[config.mk]
export PLATFORM = sky130hd
export DESIGN_NAME = spi_slave_frontend
export DESIGN_NICKNAME = d
export VERILOG_FILES = /design/src/rtl/spi_slave_frontend.sv
export SDC_FILE = /design/constraint.sdc
export NUM_CORES = 1
export LEC_CHECK = 0
export ABC_CLOCK_PERIOD_IN_PS = 4000
export BUFFER_PORTS_ARGS = -buffer_cell sky130_fd_sc_hd__buf_2
export CELL_PAD_IN_SITES_DETAIL_PLACEMENT = 0
export CELL_PAD_IN_SITES_GLOBAL_PLACEMENT = 1
export CORE_AREA = 4 4 87 89
export DETAILED_ROUTE_END_ITERATION = 10
export DIE_AREA = 0 0 91 93
export GPL_TIMING_DRIVEN = 0
export PLACE_DENSITY_LB_ADDON = 0.08
export SYNTH_ARGS = -nofsm -noshare
export SYNTH_HDL_FRONTEND = slang
export SYNTH_SLANG_ARGS = --single-unit
[constraint.sdc]
create_clock -name clk -period 4 [get_ports clk]
set_input_delay 0.4 -clock clk [delete_from_list [all_inputs] [get_ports clk]]
set_output_delay 0.4 -clock clk [all_outputs]
set_load 0.02 [all_outputs]
[src/rtl/spi_slave_frontend.sv]
// SPI slave front end for the single-port SPI RAM.
// Deserialises MOSI frames to rx_data and serialises RAM read data on MISO.
module spi_slave_frontend #(
  parameter int MEM_WIDTH = 8,
  parameter int MEM_DEPTH = 256
) (
  input  logic                 clk,
  input  logic                 rst,
  input  logic                 SS_n,
  input  logic                 MOSI,
  output logic                 MISO,
  output logic [MEM_WIDTH+1:0] rx_data,
  output logic                 rx_valid,
  input  logic [MEM_WIDTH-1:0] tx_data,
  input  logic                 tx_valid,
  output logic                 frame_err
);

  localparam int FW = MEM_WIDTH + 2;
  localparam int CB = $clog2(FW);
  localparam int CW = (CB < 4) ? 4 : CB;

  if (MEM_DEPTH > 0) begin : g_depth_ok
  end

  typedef enum logic [2:0] {
    IDLE,
    CHK_CMD,
    WRITE,
    READ_ADD,
    READ_DATA,
    WAIT_TX,
    SHIFT_OUT,
    HOLD
  } state_e;

  state_e              state_q, state_d;
  logic [CW-1:0]       cnt_q, cnt_d;
  logic [FW-2:0]       sr_q, sr_d;
  logic [MEM_WIDTH-1:0] tx_sr_q, tx_sr_d;
  logic                rd_addr_q, rd_addr_d;
  logic [FW-1:0]       rx_data_q, rx_data_d;
  logic                rx_valid_q, rx_valid_d;
  logic                frame_err_q, frame_err_d;
  logic                miso_q, miso_d;

  logic [FW-1:0] frame;
  logic [1:0]    ctrl;
  logic          last_bit;
  logic          abort;
  logic          frame_ok;

  assign frame    = {sr_q, MOSI};
  assign ctrl     = frame[FW-1 -: 2];
  assign last_bit = (cnt_q == CW'(FW - 1));
  assign abort    = (state_q != IDLE) && SS_n;

  always_ff @(posedge clk) begin
    if (rst) state_q <= IDLE;
    else     state_q <= state_d;
  end

  always_comb begin
    state_d = state_q;
    if (abort) begin
      state_d = IDLE;
    end else begin
      unique case (state_q)
        IDLE:      if (!SS_n) state_d = CHK_CMD;
        CHK_CMD: begin
          if (!MOSI)          state_d = WRITE;
          else if (rd_addr_q) state_d = READ_DATA;
          else                state_d = READ_ADD;
        end
        WRITE,
        READ_ADD:  if (last_bit) state_d = HOLD;
        READ_DATA: if (last_bit) state_d = (ctrl == 2'b11) ? WAIT_TX : HOLD;
        WAIT_TX:   if (tx_valid) state_d = SHIFT_OUT;
        SHIFT_OUT: if (cnt_q == CW'(MEM_WIDTH)) state_d = HOLD;
        HOLD:      state_d = HOLD;
        default:   state_d = IDLE;
      endcase
    end
  end

  always_comb begin
    frame_ok = 1'b0;
    unique case (state_q)
      WRITE:     frame_ok = (ctrl[1] == 1'b0);
      READ_ADD:  frame_ok = (ctrl == 2'b10);
      READ_DATA: frame_ok = (ctrl == 2'b11);
      default:   frame_ok = 1'b0;
    endcase
  end

  always_comb begin
    cnt_d       = cnt_q;
    sr_d        = sr_q;
    tx_sr_d     = tx_sr_q;
    rd_addr_d   = rd_addr_q;
    rx_data_d   = rx_data_q;
    rx_valid_d  = 1'b0;
    frame_err_d = 1'b0;
    miso_d      = 1'b0;
    if (abort) begin
      cnt_d = '0;
    end else begin
      unique case (state_q)
        IDLE: cnt_d = '0;
        CHK_CMD: begin
          sr_d  = {sr_q[FW-3:0], MOSI};
          cnt_d = CW'(1);
        end
        WRITE, READ_ADD, READ_DATA: begin
          sr_d  = {sr_q[FW-3:0], MOSI};
          cnt_d = cnt_q + CW'(1);
          if (last_bit) begin
            cnt_d = '0;
            if (frame_ok) begin
              rx_data_d  = frame;
              rx_valid_d = 1'b1;
              if (state_q == READ_ADD)  rd_addr_d = 1'b1;
              if (state_q == READ_DATA) rd_addr_d = 1'b0;
            end else begin
              frame_err_d = 1'b1;
            end
          end
        end
        WAIT_TX: begin
          if (tx_valid) begin
            tx_sr_d = {tx_data[MEM_WIDTH-2:0], 1'b0};
            miso_d  = tx_data[MEM_WIDTH-1];
            cnt_d   = CW'(1);
          end
        end
        SHIFT_OUT: begin
          if (cnt_q == CW'(MEM_WIDTH)) begin
            cnt_d = '0;
          end else begin
            miso_d  = tx_sr_q[MEM_WIDTH-1];
            tx_sr_d = {tx_sr_q[MEM_WIDTH-2:0], 1'b0};
            cnt_d   = cnt_q + CW'(1);
          end
        end
        HOLD:    cnt_d = '0;
        default: cnt_d = '0;
      endcase
    end
  end

  always_ff @(posedge clk) begin
    if (rst) begin
      cnt_q       <= '0;
      sr_q        <= '0;
      tx_sr_q     <= '0;
      rd_addr_q   <= 1'b0;
      rx_data_q   <= '0;
      rx_valid_q  <= 1'b0;
      frame_err_q <= 1'b0;
      miso_q      <= 1'b0;
    end else begin
      cnt_q       <= cnt_d;
      sr_q        <= sr_d;
      tx_sr_q     <= tx_sr_d;
      rd_addr_q   <= rd_addr_d;
      rx_data_q   <= rx_data_d;
      rx_valid_q  <= rx_valid_d;
      frame_err_q <= frame_err_d;
      miso_q      <= miso_d;
    end
  end

  assign MISO      = miso_q;
  assign rx_data   = rx_data_q;
  assign rx_valid  = rx_valid_q;
  assign frame_err = frame_err_q;

endmodule
==> summary.txt, run 1 <==
Outcome
  – Run status: completed

Synth
  – Commonest cells in the synthesized netlist: dfxtp_1, nor2_1, mux2i_1, a21oi_1, nand2_1
  – Area share of the largest cell type after synthesis: 0.442
  – Ys async rst share: 0
  – Syn avg cell area: 9.74 um^2
  – Mapped cell area: 1680 um^2
  – Leading area contributor after synthesis: dfxtp_1
  – Register bit total from synthesis: 37
  – Post-synth EDFFs: 0
  – Top cells by area, synth: dfxtp_1, mux2i_1, nor2_1, mux2_2, a21oi_1
  – Register area share after synthesis: 0.442
  – Synth warnings: 0
  – Count leader, synth: dfxtp_1
  – Syn Inst Count: 172
  – Post-Syn Nets: 188
  – Synth Flop Type: dfxtp_1
  – Unique masters post-synth: 39

Clock tree
  – Hold_buf cts: 0
  – CTS tree: built
  – CTS Buffer Depth: 2
  – Max H-tree Level: 2
  – Worst-path clk slew: 0.08 ns
  – Worst-Skew Late Latency: 0.28 ns
  – Setup Buffers After CTS: 0
  – Clock Sinks: 37
  – Total CTS buffers: 5
  – Clock root cell: clkbuf_8
  – Post-CTS sizing: 0

Global routing
  – Vias in the first global route: 1280
  – Total Routing Usage GR: 0.0946
  – Met3 Usage GRT: 0.0322
  – GR peak layer: met2
  – First-pass GRT wire length: 6.32 mm
  – Met1 usage: 0.127
  – Initial antenna violation count: 0
  – GR Util met2: 0.139
  – Total grt overflow: 0
  – Largest net degree at the start of global routing: 14

Timing
  – F_max: 0.531 GHz
  – Post-route minimum period: 1.88 ns
  – Setup tns final: 0 ns
  – RSZ-0062 raised after global routing: false
  – Slew margin rel.: 0.645
  – Worst slew pin tran: 0.533 ns
  – Skew final: 0.00496 ns
  – Fin crit share: 0.471
  – Fin. max-slew vios: 0
  – Fin. Hold Viols: 0
  – Setup violators final: 0

Layout
  – Antenna diode count: 0
  – Share of cells above drive strength 1: 0.234
  – Final net count: 220
  – Area delta synth->final: 20.3%
  – Filler Cell Count: 714
  – Design area: 2020 um^2

Pwr
  – Worst IR Drop VDD: 0.000166 V
  – PD cells: 376 nW/um^2
  – P_leak: 0.835 nW
  – Tot Pwr: 759 uW

Worst setup path
  – Critical Path End Type: flop
  – Crit path kind: reg2reg
  – Worst Path Required: 4.16 ns
  – Crit path buffers/inverters: 2
  – Slowest CP cell: or3b_4
  – CP cell instances: buf_6, or3b_4, or2_4, a21oi_4, buf_12, mux2i_1, nor2_1
  – Setup crit start kind: flop
  – CP Max Fanout: 10
  – Critical path arrival: 2.05 ns
  – Critical Path Max Stage Delay: 0.43 ns
  – Critical path's top delay family: simple AND/OR/NAND/NOR gates

Route
  – Post-DRT Antenna Nets: 0
  – Via count: 1284
  – Drt total wl: 3.71 mm
  – Pre-Repair DR Iteration Count: 4
  – Initial drt markers: 41
  – DRC violations left: 0
  – Routed length per placed instance: 13.0 um
  – DR vias/cell: 4.51

Worst hold path
  – Hold Crit Class: in2reg

Placement
  – HPWL Detailed: 2.69 mm
  – Port Buf Inserts: 25
  – Area after DPL: 1900 um^2
  – RePlAce Congestion: 0.792

Die
  – Core region area: 6760 um^2
  – IO Count: 26
  – Initial Util: 0.248
  – DIE WIDTH: 91 um
  – Die H: 93 um
  – Row count: 30
  – Die area: 8460 um^2

Run
  – Max_cap viols: 0
metrics by stage:
step | worst slack [ns] | utilization | instances | hold slack, ns
6_report | 2.12 | 0.298 | 285 | 0.358
3_5_place_dp | 2.11 | 0.281 | 277 | 0.447
4_1_cts | 2.09 | 0.298 | 285 | 0.343
3_3_place_gp | 2.11 | 0.281 | 277 | 0.442
2_1_floorplan | 2.24 | - | 172 | 0.429
5_1_grt | 1.89 | 0.298 | 285 | 0.354
power by group:
group          switching, mW  internal, mW
clock                  0.143         0.187
combinational         0.0301        0.0227
sequential           0.00346         0.372
flip-flops by register name, indices dropped and copies added (netlist names):
register,cells
MISO,1
cnt_q,4
frame_err,1
rd_addr_q,1
rx_data,10
rx_valid,1
sr_q,9
state_q,3
tx_sr_q,7
kinds of logic after synthesis:
family	share of synthesized area
AND/OR/NAND/NOR	0.187
flip-flops	0.442
multiplexers	0.196
AO/OA/AOI/OAI	0.108
buffers and inverters	0.0441
adder cells (fa/ha/maj)	0.0224
layout make-up:
class / count / area [um^2] / share of cell area
plain buffers: 9 / 62.6 / 0.0310
clock buffers: 5 / 68.8 / 0.0341
clock inverters: 3 / 46.3 / 0.0230
inverters: 3 / 11.3 / 0.00559
multi-input cells: 123 / 861 / 0.427
flip-flops and latches: 37 / 741 / 0.367
well taps: 80 / 100 / 0.0497
repair buffers: 25 / 125 / 0.0621
worst paths after layout:
check,start,to,slack [ns],depth (start not counted)
worst max-delay path,state_q[1],rx_data[1],2.12,7
worst min-delay path,SS_n,state_q[2],0.36,2
worst max register to register,state_q[1],rx_data[1],2.12,7
worst min register to register,tx_sr_q[1],tx_sr_q[1],0.46,2
layer usage:
metal,share of wire,vias to the layer above
met3,0.036,4
met2,0.44,23
met1,0.51,590
met5,0,-
li1,-,667
met4,0.012,0
cells in the final DEF, fill, tap and decap left out, drive strengths merged, types with 2 or more instances in the layout:
master and n:
nor2 31, clkbuf 8, ha 3, or2 3, a31oi 2, a21oi 10
nor3 3, o21bai 3, nand2 8, mux2i 26, or2b 2, nand2b 2
inv 3, buf 31, o21ai 2, and3b 4, nand3b 3, dfxtp 37
mux2 6
No activity file was read; power rests on OpenSTA's default activity.
==> inputs of run 2 (changes only) <==
Settings changed: ABC_CLOCK_PERIOD_IN_PS 4000 to 1700.
Clock period 4 ns to 1.7 ns, I/O delays scaled along.
==> run 2 against run 1 <==
Against the previous run: worst hold slack lost 0.20 ns; critical path type unchanged; the run now ends with negative setup slack left; highest routed layer unchanged; largest power group unchanged; sequential share of layout area shrank 1.3 points; critical path depth is the same; register-to-register slack lost 2.2 ns; combinational power rose to 2.6 times the previous value; largest cell class unchanged; final cell count increased by 3.2%; maximum frequency increased by 4.8%.
==> summary.txt, run 2 (synthesis results as in run 1) <==
Timing
  – Setup tns final: -0.673 ns (-0.673 ns)
  – Setup violators final: 12 (+12)
  – Skew final: 0.00541 ns (+0.000453 ns)
  – F_max: 0.556 GHz (+4.8%)
  – Post-route minimum period: 1.80 ns (-0.0859 ns)
  – Fin. max-slew vios: 0 (unchanged)
  – Fin. Hold Viols: 0 (unchanged)
  – Worst slew pin tran: 0.544 ns (+0.0118 ns)
  – Slew margin rel.: 0.637 (-0.00787)
  – RSZ-0062 raised after global routing: true
  – Fin crit share: 1.06 (+0.587)
  – Final worst slack: -0.0976 ns (-2.21 ns)

Placement
  – Cell Count Post-Placement: 277 (unchanged)
  – Area after DPL: 1900 um^2 (unchanged)
  – HPWL Detailed: 2.75 mm (+2.4%)
  – Port Buf Inserts: 25 (unchanged)
  – RePlAce Congestion: 0.738 (-6.9%)

Outcome
  – Run status: finished, violations left
  – Failing checks: negative setup slack

Layout
  – Register area: 748 um^2 (+1.0%)
  – Finished Layout Cells: 294 (+3.2%)
  – Design area: 2110 um^2 (+4.7%)
  – Most frequent cells in the layout: dfxtp_1, nor2_1, buf_2
  – Share of cells above drive strength 1: 0.313 (+0.0789)
  – Multi-input logic area: 887 um^2 (+3.1%)
  – Commonest non-fill, non-tap cell in the layout: dfxtp_1
  – Area delta synth->final: 25.9%
  – Filler Cell Count: 740 (+3.6%)
  – Antenna diode count: 0 (unchanged)
  – Max FFs per register: 10 (unchanged)
  – Core Util, Final: 0.312 (+0.0139)
  – Final net count: 229 (+4.1%)

Route
  – Drt total wl: 4.14 mm (+12%)
  – Post-DRT Antenna Nets: 0 (unchanged)
  – DR vias/cell: 4.54 (+0.79%)
  – Via count: 1335 (+4.0%)
  – Initial drt markers: 75 (+83%)
  – Routed length per placed instance: 14.1 um (+8.3%)
  – Pre-Repair DR Iteration Count: 4 (unchanged)
  – DRC violations left: 0 (unchanged)

Die
  – Core region area: 6760 um^2 (unchanged)
  – Die H: 93 um (unchanged)
  – Initial Util: 0.248 (unchanged)
  – DIE WIDTH: 91 um (unchanged)
  – IO Count: 26 (unchanged)
  – Row count: 30 (unchanged)
  – Die area: 8460 um^2 (unchanged)

Global routing
  – Total Routing Usage GR: 0.104 (+0.00903)
  – First-pass GRT wire length: 6.96 mm (+10%)
  – Total grt overflow: 0 (unchanged)
  – Largest net degree at the start of global routing: 14 (unchanged)
  – Initial antenna violation count: 0 (unchanged)
  – Vias in the first global route: 1411 (+10%)

Clock tree
  – CTS Buffer Depth: 2 (unchanged)
  – Hold_buf cts: 0 (unchanged)
  – Clock root cell: clkbuf_8
  – Clock Sinks: 37 (unchanged)
  – Max H-tree Level: 2 (unchanged)
  – Worst-Skew Late Latency: 0.29 ns (about the same)
  – Total CTS buffers: 5 (unchanged)
  – Worst-path clk slew: 0.08 ns (about the same)
  – CTS tree: built

Pwr
  – Tot Pwr: 1.67 mW (+120%)
  – P_leak: 0.877 nW (+5.0%)
  – PD cells: 790 nW/um^2 (+110%)
  – Worst IR Drop VDD: 0.000332 V (+100%)

Worst setup path
  – Critical Path End Type: flop
  – Setup crit start kind: flop
  – CP Max Fanout: 5 (-5)
  – Worst Path Required: 1.87 ns (-2.29 ns)
  – Critical path arrival: 1.96 ns (-0.09 ns)
  – Crit path kind: reg2reg

Run
  – Max_cap viols: 0 (unchanged)

Worst hold path
  – Hold Crit Class: in2reg
## run 2: cell count changes in the layout (fill, tap and decap cells not counted), sizes merged
| cell | change |
|---|---|
| inv | +1 |
| buf | +8 |
| bufinv | -1 |
| clkbuf | +1 |
## run 2: cell type report
cell class                      count  share of cell area
Buffer                              8              0.0273
Clock buffer                        5              0.0326
Clock inverter                      3              0.0101
Inverter                            3             0.00534
Multi-Input combinational cell    123               0.421
Sequential cell                    37               0.355
Tap cell                           80              0.0474
Timing Repair Buffer               35               0.102
## run 2: worst max-delay path, cell delays in order, from the launching register on
cell,delay (ns)
dfxtp_4,0.37
or3b_4,0.40
or2_4,0.25
a21oi_4,0.18
buf_6,0.13
buf_12,0.11
mux2i_1,0.17
nor2_1,0.06
## run 2: layer usage
metal	vias up	global-route usage	routed length (um)
met5	-	0	0
met4	0	0.0452	80
met3	6	0.0282	130
met2	18	0.165	1880
met1	633	0.131	2050
li1	678	-	-
## run 2: final timing paths
check                           startpoint          to  slack, ns  depth (start not counted)
worst min register to register  tx_sr_q[1]  tx_sr_q[1]       0.46                          2
worst min-delay path                  SS_n  state_q[1]       0.16                          2
worst max-delay path            state_q[1]  rx_data[6]       -0.1                          7
worst max register to register  state_q[1]  rx_data[6]       -0.1                          7
## run 2: stage by stage
step / worst slack, ns / hold WS [ns]
after detailed placement: -0.185 / 0.444
after global placement: -0.187 / 0.450
after global routing: -0.185 / 0.166
after CTS: -0.112 / 0.117
final: -0.0976 / 0.162
after floorplan: -0.0391 / 0.248
## run 2: power by group
group          internal [mW]  switching, mW
clock                  0.291          0.350
combinational         0.0616         0.0789
sequential             0.875        0.00972
## run 2: repair_timing
action                                  4_1_cts  5_1_grt
endpoints found under the setup margin       19       32
buffers inserted                              8        2
resized for setup                            11       10
endpoints found under the hold margin         0        0
gates cloned                                  1        1
pin swaps                                     4        3
==> inputs of run 3 (changes only) <==
Settings changed: CORE_AREA 4 4 87 89 to 4 4 72 74, DIE_AREA 0 0 91 93 to 0 0 76 78, RECOVER_POWER set to 50.
==> run 3 against run 2 <==
Against the previous run: the flow still finishes with violations (negative setup slack); via count is 2.5% higher; critical endpoint is now rx_data[3]; clock skew is 0.0011 ns lower; sequential power is 0.5% lower; first-iteration DRC count stayed put; die area is 30% lower; worst hold slack better by 0.0098 ns; critical path depth stayed put; maximum frequency is 2.2% higher; clock power is 24% higher.
==> summary.txt, run 3 (synthesis results as in run 1) <==
Die
  – Die area: 5930 um^2 (-30%)
  – Core region area: 4600 um^2 (-32%)
  – Initial Util: 0.364 (+0.116)
  – DIE WIDTH: 76 um (-16%)
  – IO Count: 26 (unchanged)
  – Die H: 78 um (-16%)
  – Row count: 25 (-17%)

Clock tree
  – Max H-tree Level: 2 (unchanged)
  – Hold_buf cts: 0 (unchanged)
  – Worst-path clk slew: 0.07 ns (about the same)
  – Total CTS buffers: 5 (unchanged)
  – CTS Buffer Depth: 2 (unchanged)
  – Clock root cell: clkbuf_8
  – Clock Sinks: 37 (unchanged)
  – Worst-Skew Late Latency: 0.29 ns (about the same)
  – CTS tree: built

Worst setup path
  – FF-to-FF path depth: 7 (unchanged)
  – Worst Path Required: 1.86 ns (about the same)
  – Setup crit start kind: flop
  – Crit path buffers/inverters: 2 (unchanged)
  – Critical Path Max Stage Delay: 0.39 ns (about the same)
  – Critical path arrival: 1.92 ns (-0.04 ns)
  – Critical path's top delay family: simple AND/OR/NAND/NOR gates
  – Slowest CP cell: or3b_4
  – Critical Path End Type: flop
  – FF-to-FF Start: state_q[1]
  – CP cell instances: or3b_4, or2_4, a21oi_4, buf_6, buf_12, mux2i_1, nor2_1
  – Crit path kind: reg2reg
  – FF-to-FF setup slack: -0.06 ns (+0.04 ns)
  – CP Max Fanout: 5 (unchanged)
  – R2r endpoint: rx_data[3]

Layout
  – Register area: 753 um^2 (+0.67%)
  – Share of cells above drive strength 1: 0.292 (-0.0214)
  – Most frequent cells in the layout: dfxtp_1, nor2_1, mux2i_1
  – Final net count: 231 (+0.87%)
  – Area delta synth->final: 28.2%
  – Finished Layout Cells: 270 (-8.2%)
  – Multi-input logic area: 922 um^2 (+3.9%)
  – Antenna diode count: 0 (unchanged)
  – Filler Cell Count: 462 (-38%)
  – Max FFs per register: 10 (unchanged)
  – Commonest non-fill, non-tap cell in the layout: dfxtp_1

Timing
  – Final worst slack: -0.0592 ns (+0.0384 ns)
  – Fin crit share: 1.03 (-0.0226)
  – Skew final: 0.00428 ns (-0.00114 ns)
  – Slew margin rel.: 0.663 (+0.0264)
  – Fin. Hold Viols: 0 (unchanged)
  – Fin. max-slew vios: 0 (unchanged)
  – RSZ-0062 raised after global routing: true
  – F_max: 0.568 GHz (+2.2%)
  – Post-route minimum period: 1.76 ns (-0.0384 ns)
  – Setup violators final: 6 (-6)
  – Worst slew pin tran: 0.505 ns (-0.0395 ns)

Outcome
  – Failing checks: negative setup slack
  – Run status: finished, violations left

Global routing
  – Largest net degree at the start of global routing: 13 (-1)
  – Total Routing Usage GR: 0.125 (+0.0215)
  – First-pass GRT wire length: 6.10 mm (-12%)
  – Total grt overflow: 0 (unchanged)
  – Initial antenna violation count: 0 (unchanged)
  – Vias in the first global route: 1305 (-7.5%)

Route
  – Routed length per placed instance: 13.6 um (-3.3%)
  – Post-DRT Antenna Nets: 0 (unchanged)
  – DR vias/cell: 5.07 (+12%)
  – Via count: 1368 (+2.5%)
  – Initial drt markers: 75 (unchanged)
  – Pre-Repair DR Iteration Count: 4 (unchanged)
  – Drt total wl: 3.68 mm (-11%)
  – DRC violations left: 0 (unchanged)

Worst hold path
  – Hold depth: 2 (unchanged)
  – Hold_sp: SS_n
  – Hold Crit Class: in2reg
  – Worst hold path endpoint: state_q[1]

Placement
  – Port Buf Inserts: 25 (unchanged)
  – Cell Count Post-Placement: 251 (-9.4%)
  – DP Worst Slack: -0.193 ns (-0.00784 ns)
  – HPWL Detailed: 2.53 mm (-8.0%)
  – RePlAce Congestion: 0.737 (-0.16%)

Pwr
  – PD cells: 850 nW/um^2 (+7.6%)
  – P_leak: 0.848 nW (-3.3%)
  – Worst IR Drop VDD: 0.000350 V (+5.4%)

Run
  – Max_cap viols: 0 (unchanged)
-- run 3: final cells by class --
class                      instances  share of cell area
clock buffer                       6              0.0384
sequential                        37               0.351
timing repair buffer              37              0.0978
buffer                             8              0.0297
multi-input combinational        123               0.429
tap                               54              0.0315
inverter                           3             0.00524
clock inverter                     2              0.0175
-- run 3: power by group --
part | leakage, nW | internal (mW) | switching (mW)
clock | 0.0574 | 0.477 | 0.317
sequential | 0.301 | 0.873 | 0.00810
combinational | 0.490 | 0.0701 | 0.0817
total | 0.848 | 1.42 | 0.406
-- run 3: repair_timing --
item,in CTS,in global routing
pin swaps,3,8
gates resized for setup,11,24
setup buffers,8,3
cloned,1,1
setup endpoints to repair,17,29
-- run 3: worst max path at each step --
stage	from	end	slack (ns)	cells after the start
6_report	state_q[1]	rx_data[3]	-0.06	7
5_1_grt	state_q[2]	rx_data[3]	-0.17	8
3_3_place_gp	state_q[1]	rx_data[7]	-0.15	7
4_1_cts	state_q[1]	rx_data[9]	-0.09	7
2_1_floorplan	state_q[1]	rx_data[9]	-0.04	7
3_5_place_dp	state_q[0]	cnt_q[3]	-0.19	6
-- run 3: routing by layer --
| metal | vias to the layer above | share of wire | GRT usage | wire (um) |
|---|---|---|---|---|
| met2 | 24 | 0.46 | 0.191 | 1680 |
| li1 | 685 | - | - | - |
| met3 | 6 | 0.036 | 0.0360 | 133 |
| met5 | - | 0 | 0 | 0 |
| met4 | 0 | 0.0090 | 0.0374 | 33 |
| met1 | 653 | 0.50 | 0.170 | 1830 |
-- run 3: per-stage QoR --
step,hold WS (ns),cell area (um^2),power (mW),setup TNS (ns),util
floorplan,0.248,1680,0.988,-0.352,-
global placement,0.440,1870,1.03,-1.69,0.406
detailed placement,0.443,1870,1.03,-2.00,0.406
CTS,0.135,2090,1.83,-0.878,0.454
global route,0.177,2150,1.91,-1.85,0.467
finish,0.171,2150,1.83,-0.317,0.467
